--- config.mk ---
export PLATFORM = sky130hd
export DESIGN_NAME = ysyx_23060236_rd_arbiter
export DESIGN_NICKNAME = d
export VERILOG_FILES = /design/src/rtl/ysyx_23060236_rd_arbiter_pkg.sv /design/src/rtl/ysyx_23060236_arb_pick.sv /design/src/rtl/ysyx_23060236_rd_arbiter.sv
export SDC_FILE = /design/constraint.sdc
export NUM_CORES = 1
export LEC_CHECK = 0
export ABC_AREA = 1
export BUFFER_PORTS_ARGS = -buffer_cell sky130_fd_sc_hd__buf_2
export CORE_AREA = 2 2 85 87
export CTS_CLUSTER_DIAMETER = 50
export CTS_CLUSTER_SIZE = 8
export DETAILED_ROUTE_END_ITERATION = 10
export DIE_AREA = 0 0 87 89
export MAX_ROUTING_LAYER = met4
export SETUP_SLACK_MARGIN = 0.1
export SYNTH_ARGS = -nofsm -noshare
export SYNTH_HDL_FRONTEND = slang
export SYNTH_SLANG_ARGS = --single-unit
--- constraint.sdc ---
create_clock -name clock -period 1.45 [get_ports clock]
set_input_delay 0.0725 -clock clock [delete_from_list [all_inputs] [get_ports clock]]
set_output_delay 0.0725 -clock clock [all_outputs]
set_load 0.03 [all_outputs]
--- src/rtl/ysyx_23060236_rd_arbiter_pkg.sv ---
`default_nettype none
// ============================================================================
// Module   : ysyx_23060236_rd_arbiter_pkg
// Brief    : Shared state encodings and constants for the IFU/LSU read arbiter
// Revision : 1.0 - initial release
// ============================================================================
package ysyx_23060236_rd_arbiter_pkg;

  // Arbiter states, 3-bit encoded
  typedef enum logic [2:0] {
    ARB_IDLE   = 3'd0,
    ARB_IFU_AR = 3'd1,
    ARB_IFU_R  = 3'd2,
    ARB_LSU_AR = 3'd3,
    ARB_LSU_R  = 3'd4
  } arb_state_t;

  // Instruction fetches are always full 32-bit words
  localparam logic [2:0] c_IFU_ARSIZE = 3'b010;

  // True while the IFU owns the shared read port
  function automatic logic arb_is_ifu(input arb_state_t s);
    return (s == ARB_IFU_AR) || (s == ARB_IFU_R);
  endfunction

endpackage
`default_nettype wire

--- src/rtl/ysyx_23060236_arb_pick.sv ---
`default_nettype none
// ============================================================================
// Module   : ysyx_23060236_arb_pick
// Brief    : Combinational winner select between IFU and LSU read requests.
//            ARB_RR_EN defined  -> round-robin on ties using last-served flag
//            ARB_RR_EN undefined -> fixed priority, LSU wins ties
// Revision : 1.0 - initial release
// ============================================================================
module ysyx_23060236_arb_pick (
  input  logic i_ifu_req,
  input  logic i_lsu_req,
`ifdef ARB_RR_EN
  input  logic i_last_ifu,
`endif
  output logic o_grant_ifu,
  output logic o_grant_lsu
);

  // One-hot (or empty) grant; a tie is the only case needing a policy
  always_comb begin
    o_grant_ifu = 1'b0;
    o_grant_lsu = 1'b0;
    if (i_ifu_req && i_lsu_req) begin
`ifdef ARB_RR_EN
      o_grant_ifu = ~i_last_ifu;
      o_grant_lsu = i_last_ifu;
`else
      o_grant_lsu = 1'b1;
`endif
    end else begin
      o_grant_ifu = i_ifu_req;
      o_grant_lsu = i_lsu_req;
    end
  end

endmodule
`default_nettype wire

--- src/rtl/ysyx_23060236_rd_arbiter.sv ---
`default_nettype none
// ============================================================================
// Module   : ysyx_23060236_rd_arbiter
// Brief    : Two-master AXI-lite read arbiter (IFU fetch / LSU load) sharing
//            one read port. One outstanding transaction; the grant is held
//            from AR acceptance through the R handshake.
//            Optional macro ARB_RR_EN selects round-robin tie breaking,
//            otherwise LSU has fixed priority.
// Revision : 1.0 - initial release
// ============================================================================
module ysyx_23060236_rd_arbiter
  import ysyx_23060236_rd_arbiter_pkg::*;
#(
  parameter int ADDR_W = 32,
  parameter int DATA_W = 32
) (
  input  logic              clock,
  input  logic              reset,
  // IFU read master
  input  logic [ADDR_W-1:0] ifu_araddr,
  input  logic              ifu_arvalid,
  output logic              ifu_arready,
  output logic [DATA_W-1:0] ifu_rdata,
  output logic [1:0]        ifu_rresp,
  output logic              ifu_rvalid,
  input  logic              ifu_rready,
  // LSU read master
  input  logic [ADDR_W-1:0] lsu_araddr,
  input  logic              lsu_arvalid,
  input  logic [2:0]        lsu_arsize,
  output logic              lsu_arready,
  output logic [DATA_W-1:0] lsu_rdata,
  output logic [1:0]        lsu_rresp,
  output logic              lsu_rvalid,
  input  logic              lsu_rready,
  // Shared memory-side read port
  output logic [ADDR_W-1:0] mem_araddr,
  output logic              mem_arvalid,
  output logic [2:0]        mem_arsize,
  input  logic              mem_arready,
  input  logic [DATA_W-1:0] mem_rdata,
  input  logic [1:0]        mem_rresp,
  input  logic              mem_rvalid,
  output logic              mem_rready
);

  arb_state_t r_state;
  logic       w_grant_ifu;
  logic       w_grant_lsu;
  logic       w_ar_hs;
  logic       w_r_hs;

  assign w_ar_hs = mem_arvalid & mem_arready;
  assign w_r_hs  = mem_rvalid & mem_rready;

`ifdef ARB_RR_EN
  logic r_last_ifu;

  // Track who was served last; reset value makes IFU win the first tie
  always_ff @(posedge clock) begin
    if (!reset) begin
      r_last_ifu <= 1'b0;
    end else if (w_r_hs) begin
      r_last_ifu <= arb_is_ifu(r_state);
    end
  end
`endif

  ysyx_23060236_arb_pick u_pick (
    .i_ifu_req   (ifu_arvalid),
    .i_lsu_req   (lsu_arvalid),
`ifdef ARB_RR_EN
    .i_last_ifu  (r_last_ifu),
`endif
    .o_grant_ifu (w_grant_ifu),
    .o_grant_lsu (w_grant_lsu)
  );

  // Grant FSM: pick in IDLE, hold the owner through AR and R handshakes
  always_ff @(posedge clock) begin
    if (!reset) begin
      r_state <= ARB_IDLE;
    end else begin
      case (r_state)
        ARB_IDLE: begin
          if (w_grant_lsu) begin
            r_state <= ARB_LSU_AR;
          end else if (w_grant_ifu) begin
            r_state <= ARB_IFU_AR;
          end
        end
        ARB_IFU_AR: if (w_ar_hs) r_state <= ARB_IFU_R;
        ARB_IFU_R:  if (w_r_hs)  r_state <= ARB_IDLE;
        ARB_LSU_AR: if (w_ar_hs) r_state <= ARB_LSU_R;
        ARB_LSU_R:  if (w_r_hs)  r_state <= ARB_IDLE;
        default:    r_state <= ARB_IDLE;
      endcase
    end
  end

  // Channel steering decoded from the registered state only
  always_comb begin
    mem_araddr  = '0;
    mem_arvalid = 1'b0;
    mem_arsize  = 3'b000;
    mem_rready  = 1'b0;
    ifu_arready = 1'b0;
    ifu_rdata   = '0;
    ifu_rresp   = 2'b00;
    ifu_rvalid  = 1'b0;
    lsu_arready = 1'b0;
    lsu_rdata   = '0;
    lsu_rresp   = 2'b00;
    lsu_rvalid  = 1'b0;
    case (r_state)
      ARB_IFU_AR: begin
        mem_araddr  = ifu_araddr;
        mem_arvalid = ifu_arvalid;
        mem_arsize  = c_IFU_ARSIZE;
        ifu_arready = mem_arready;
      end
      ARB_IFU_R: begin
        ifu_rdata  = mem_rdata;
        ifu_rresp  = mem_rresp;
        ifu_rvalid = mem_rvalid;
        mem_rready = ifu_rready;
      end
      ARB_LSU_AR: begin
        mem_araddr  = lsu_araddr;
        mem_arvalid = lsu_arvalid;
        mem_arsize  = lsu_arsize;
        lsu_arready = mem_arready;
      end
      ARB_LSU_R: begin
        lsu_rdata  = mem_rdata;
        lsu_rresp  = mem_rresp;
        lsu_rvalid = mem_rvalid;
        mem_rready = lsu_rready;
      end
      default: begin
      end
    endcase
  end

`ifndef SYNTHESIS
  // Flag masters that withdraw a request before it is accepted; grant is kept
  always_ff @(posedge clock) begin
    if (reset) begin
      if (r_state == ARB_IFU_AR) begin
        assert (ifu_arvalid) else $error("rd_arbiter: ifu_arvalid dropped before arready");
      end
      if (r_state == ARB_LSU_AR) begin
        assert (lsu_arvalid) else $error("rd_arbiter: lsu_arvalid dropped before arready");
      end
    end
  end
`endif

endmodule
`default_nettype wire
==> results.md, run 1 <==
* Status: finished, final reports clean
* Total track usage at 0.159
* Row cnt at 30
* Max Fclk at 692 MHz
* Peak per-stage delay on the critical path at 0.35 ns
* Crit path cell chain: nor2_4 -> nand2_4 -> clkinv_4 -> buf_8 -> clkbuf_16 -> nand2_2 -> nand2_2 -> buf_6
* Final core occ at 0.552
* FFs w/ async S/R, synth at 0
* Slew headroom at 0.780
* Detailed placement HPWL at between 4 and 5 mm
* Final RePlAce weighted congestion at between 0.7 and 0.8
* EDFF count, synth at 0
* DP Area at 0.00236 mm²
* Power per Cell Area at 1620 mW/mm²
* Worst-margin pin slew at 0.327 ns
* Smallest hold slack at 0.111 ns
* Area of the mapped netlist at 0.00115 mm²
* Vias at 2588
* Non-Filler Instances at 581
* Initial antenna violation count at 0
* Number of global-route vias before repair at 2319
* Io pins at 218
* WL per Instance at 14.2 µm
* Final WL at 8.26 mm
* Hold-fix buffers, CTS at 0
* Max FFs per register at 3
* Die area at 0.00774 mm²
* Max-cap viol count at 0
* Clock skew at 0.00225 ns
* Synth Flop Type: dfxtp_1
* Largest net degree at the start of global routing at 36
* Type of the worst setup path: register to output pin
* Final worst setup slack at 0.00518 ns
* Mean Syn Cell Area at about 4.3 µm²
* Post-synthesis cell type count at 15
* Drt first-iter violations at 62
* Top post-synthesis cells by area: nand2_1, nor2_1, nand3_1, inv_1, dfxtp_1
* Routed Antenna Nets at 0
* Total design power at 5.99 mW
* Final Setup Violations at 0
* Cell with the most instances after synthesis: nand2_1
* Minimum clock period at 1.44 ns
* CTS Buffer Depth at 2
* Biggest regs: r_state (3)
* Die width at 87 µm
* Cells after synthesis at 268
* Period utilization at 0.996
* Final Slew Violations at 0
* Syn-to-layout area delta at 223%
* Lkg Pwr at 2.26 nW
* Core footprint at roughly 0.0067 mm²
* Top-area cell type share of the netlist area at 0.275
* First-pass DRT Iterations at 5
* First-pass GRT wire length at a little under 10 mm
* Critical path endpoint category: output pin
* H-tree levels at 1
* Synth Warn # at 0
* Layout cells sized above 1 at 0.702
* Final instance area at 0.00371 mm²
* Total grt overflow at 0
* Post-synthesis register bit count at 3
* Sink Count at 3
* DRC Markers at 0
* HP Class: input port to register
* Crit path DAT at 1.37 ns
* Root buf cell: clkbuf_8
* Skew-Pair Late Insertion Delay at 0.21 ns
* Sequential-to-total area share from yosys stat at 0.0523
* # placed instances at 556
* List of most frequent post-synthesis cells: nand2_1, nor2_1, inv_1, nand3_1, clkbuf_1
* Via density at 4.45
* CP startpoint kind: register
* Buf/Inv on CP at 4
* Cell family with most CP delay: buffers and inverters
* Final hold vios at 0
* CP most frequent cell: nand2_2
* Syn_nets at 377
* CTS Buf Count at 3
* Final net count at 610
* Top reg by flops: r_state
* Area leader, netlist: nand2_1
* Initial Utilization at 0.171
* Port bufs at 217
* Dpl ws at 0.0825 ns
* Worst-path maximum fanout at 5
* CTS tree: done
* Die Height at 89 µm
* Clk slew on worst S/H paths at ~0.03 ns
* Peak VDD IR at 774 µV
* CP required at approximately 1.4 ns
* Setup TNS at 0 ns
* RSZ-0062 raised after global routing: true
* Slowest-stage cell, CP: dfxtp_2
routing by layer:
layer  GRT usage  vias to the layer above  part of all wire
met1       0.141                     1178              0.34
met3      0.0148                       10             0.070
li1            -                     1259                 -
met2       0.339                      141              0.58
met4      0.0625                        0             0.016
met5           -                        -                 0
path summary, 6_finish.rpt:
check                                 from            end  slack [ns]  cells past startpoint
worst max-delay path            r_state[2]  mem_araddr[7]       0.005                      8
worst min-delay path                 reset     r_state[1]        0.11                      3
worst max register to register  r_state[0]     r_state[0]        0.13                      7
worst min register to register  r_state[2]     r_state[2]        0.66                      4
layout make-up:
class                   instances  area [µm²]
flip-flops and latches          3        66.3
repair buffers                244        2050
multi-input cells             207        1280
fillers                       626        3010
inverters                      42         165
well taps                      80         100
diodes                          1        2.50
clock buffers                   4        45.0
cells by family (layout without fill, tap and decap cells):
group / after synthesis / after routing / synth area share
simple gates: 207 / 207 / 0.740
buf+inv: 58 / 290 / 0.208
flops: 3 / 3 / 0.0523
other cells: 0 / 1 / 0
worst min-delay path, delay by kind of cell:
family / cells / cell delay [ns]
AND/OR/NAND/NOR: 2 / 0.09
buffers and inverters: 1 / 0.12
where the power goes:
group	switching [mW]	internal [mW]	leakage (nW)
sequential	0.0726	0.131	0.0261
combinational	3.24	2.31	2.22
clock	0.0508	0.187	0.0228
layout by cell type (no fill, tap or decap), types with 2 or more instances in the layout:
| cell type | n |
|---|---|
| clkbuf_8 | 3 |
| inv_2 | 2 |
| buf_8 | 2 |
| dfxtp_2 | 2 |
| buf_16 | 2 |
| buf_2 | 112 |
| nand4_1 | 3 |
| inv_1 | 38 |
| nor2_2 | 18 |
| buf_12 | 7 |
| buf_6 | 67 |
| nand3_1 | 33 |
| nor2_4 | 14 |
| nand2_2 | 40 |
| nor2_1 | 51 |
| buf_4 | 48 |
| nand2_1 | 22 |
| clkbuf_16 | 6 |
| nand2_4 | 23 |
| nand3_4 | 2 |
timing repair:
action                     4_1_cts  5_1_grt
gates resized for setup        199      134
gates cloned                     3        9
setup endpoints to repair      104      109
setup buffers                    6        2
pin swaps                       10       11
No activity file was read; power rests on OpenSTA's default activity.
==> inputs of run 2 (changes only) <==
--- a/config.mk
+++ b/config.mk
@@ -7,11 +7,11 @@
 export LEC_CHECK = 0
 export ABC_AREA = 1
 export BUFFER_PORTS_ARGS = -buffer_cell sky130_fd_sc_hd__buf_2
-export CORE_AREA = 2 2 85 87
+export CORE_AREA = 2 2 84 86
 export CTS_CLUSTER_DIAMETER = 50
 export CTS_CLUSTER_SIZE = 8
 export DETAILED_ROUTE_END_ITERATION = 10
-export DIE_AREA = 0 0 87 89
+export DIE_AREA = 0 0 86 88
 export MAX_ROUTING_LAYER = met4
 export SETUP_SLACK_MARGIN = 0.1
 export SYNTH_ARGS = -nofsm -noshare
==> constraint.sdc (replaced) <==
create_clock -name clock -period 1.25 [get_ports clock]
set_input_delay 0.0625 -clock clock [delete_from_list [all_inputs] [get_ports clock]]
set_output_delay 0.0625 -clock clock [all_outputs]
set_load 0.03 [all_outputs]
==> results.md, run 2 (synthesis results as in run 1) <==
* Total design power at approximately 8.0 mW
* WL per Instance at 14.2 µm
* Syn-to-layout area delta at 286%
* Skew-Pair Late Insertion Delay at about 0.23 ns
* Biggest regs: r_state (3)
* Final hold vios at 0
* Clock skew at roughly 0.0030 ns
* CTS Buf Count at 3
* Initial antenna violation count at 0
* Critical Path Start: r_state[0]
* Lkg Pwr at 2.36 nW
* Max-cap viol count at 0
* First-pass DRT Iterations at 4
* Power per Cell Area at 1810 mW/mm²
* Max Fclk at 694 MHz
* Leading cell type in the layout, fill and taps excluded: buf_2
* CTS tree: done
* Crit path DAT at 1.38 ns
* Port bufs at 217
* Failing checks: negative setup slack
* Die width at around 86 µm
* Row cnt at 30
* CP most frequent cell: buf_4
* Worst-margin pin slew at between 0.2 and 0.25 ns
* Minimum clock period at 1.44 ns
* RR Startpoint: r_state[0]
* Peak per-stage delay on the critical path at 0.32 ns
* DP Area at 0.00309 mm²
* CP required at 1.19 ns
* Type of the worst setup path: register to output pin
* Total grt overflow at 0
* Routed Antenna Nets at 0
* Multi-input gate area at 0.00179 mm²
* Final RePlAce weighted congestion at 0.788
* Setup TNS at -14.34 ns
* Crit path cell chain: inv_2 -> buf_4 -> nand3_4 -> clkbuf_16 -> nor2_1 -> buf_4
* Slew headroom at 0.852
* HP Class: input port to register
* Core footprint at roughly 0.0066 mm²
* RSZ-0062 raised after global routing: true
* Register area at about 66 µm²
* Via density at 4.39
* Hold-fix buffers, CTS at 0
* CTS Buffer Depth at 2
* Reg2Reg Setup Slack at -0.12 ns
* Final WL at roughly 8.3 mm
* Top reg by flops: r_state
* Period utilization at 1.15
* Max FFs per register at 3
* Vias at roughly 2600
* Final Setup Violations at 107
* Clk slew on worst S/H paths at about 0.03 ns
* Final worst setup slack at -0.190 ns
* Largest net degree at the start of global routing at 35
* H-tree levels at 1
* Io pins at about 220
* Status: finished with violations
* CP startpoint kind: register
* Smallest hold slack at ~0.087 ns
* Most frequent cells in the layout: buf_2, buf_6, nand2_4
* Final net count at between 600 and 700
* DRC Markers at 0
* Die area at about 0.0076 mm²
* Sink Count at 3
* Total track usage at 0.193
* Final Slew Violations at 0
* Critical path endpoint category: output pin
* Slowest-stage cell, CP: dfxtp_2
* Final instance area at 0.00443 mm²
* Ant diodes at 0
* End point of the critical path: ifu_rdata[29]
* First-pass GRT wire length at roughly 12 mm
* Detailed placement HPWL at roughly 5.3 mm
* Root buf cell: clkbuf_8
* Die Height at 88 µm
* Drt first-iter violations at 55
* Number of global-route vias before repair at between 2000 and 3000
* Worst-path maximum fanout at 7
* Initial Utilization at 0.173
* Peak VDD IR at between 1000 and 1500 µV
* Dpl ws at -0.128 ns
* Reg2reg end: r_state[2]
* FF-to-FF path depth at 10
* Filler Cells Inserted at about 500
* Layout cells sized above 1 at 0.824
## run 2: cell types whose count changed in the layout (fill, tap and decap cells not counted), moves of 23 or more
cell	previous run	this run
buf_4	48	25
buf_6	67	100
nand2_2	40	10
nand2_4	23	52
nand3_1	33	6
nand3_2	0	27
nor2_1	51	17
nor2_4	14	44
## run 2: per-layer routing
metal | global-route usage | routed length, µm | part of all wire | vias to the layer above
met2 | 0.375 | 4590 | 0.55 | 149
met1 | 0.201 | 3010 | 0.36 | 1146
met3 | 0.0254 | 566 | 0.068 | 11
met5 | - | 0 | 0 | -
met4 | 0.0548 | 142 | 0.017 | 0
li1 | - | - | - | 1270
## run 2: metrics by stage
stage,cells,utilization
4_1_cts,584,0.626
6_report,587,0.667
3_3_place_gp,568,0.465
2_1_floorplan,268,-
5_1_grt,587,0.667
3_5_place_dp,568,0.465
## run 2: how the worst min path moves through the flow
stage                     cells past startpoint  start  slack [ns]          to
final                                         3  reset        0.09  r_state[0]
after global routing                          3  reset        0.08  r_state[1]
after CTS                                     3  reset        0.08  r_state[0]
after detailed placement                      3  reset        0.32  r_state[0]
after global placement                        3  reset        0.32  r_state[0]
after floorplan                               2  reset        0.18  r_state[2]
## run 2: power by group
| part | total [mW] | switching (mW) | leakage, nW | internal, mW |
|---|---|---|---|---|
| Combinational | 7.50 | 4.26 | 2.31 | 3.24 |
| Clock | 0.299 | 0.0806 | 0.0228 | 0.219 |
| Sequential | 0.222 | 0.0706 | 0.0261 | 0.152 |
| Total | 8.02 | 4.41 | 2.36 | 3.61 |
## run 2: what timing repair did
| item | 4_1_cts | 5_1_grt |
|---|---|---|
| resized for setup | 249 | 62 |
| pin swaps | 25 | 14 |
| gates cloned | 5 | 2 |
| endpoints found under the hold margin | 0 | 0 |
| endpoints found under the setup margin | 112 | 112 |
| setup buffers | 7 | 1 |
## run 2: area by class of cell
class / instances / share of cell area
timing repair buffer: 251 / 0.511
multi-input combinational: 207 / 0.404
inverter: 42 / 0.0373
tap: 80 / 0.0226
sequential: 3 / 0.0150
clock buffer: 4 / 0.0102
## run 2: worst max-delay path: cells and delay by family (launching register included)
kind / cells / cell delay (ns)
DFF: 1 / 0.32
and+or+nand+nor: 2 / 0.24
buffers and inverters: 4 / 0.58
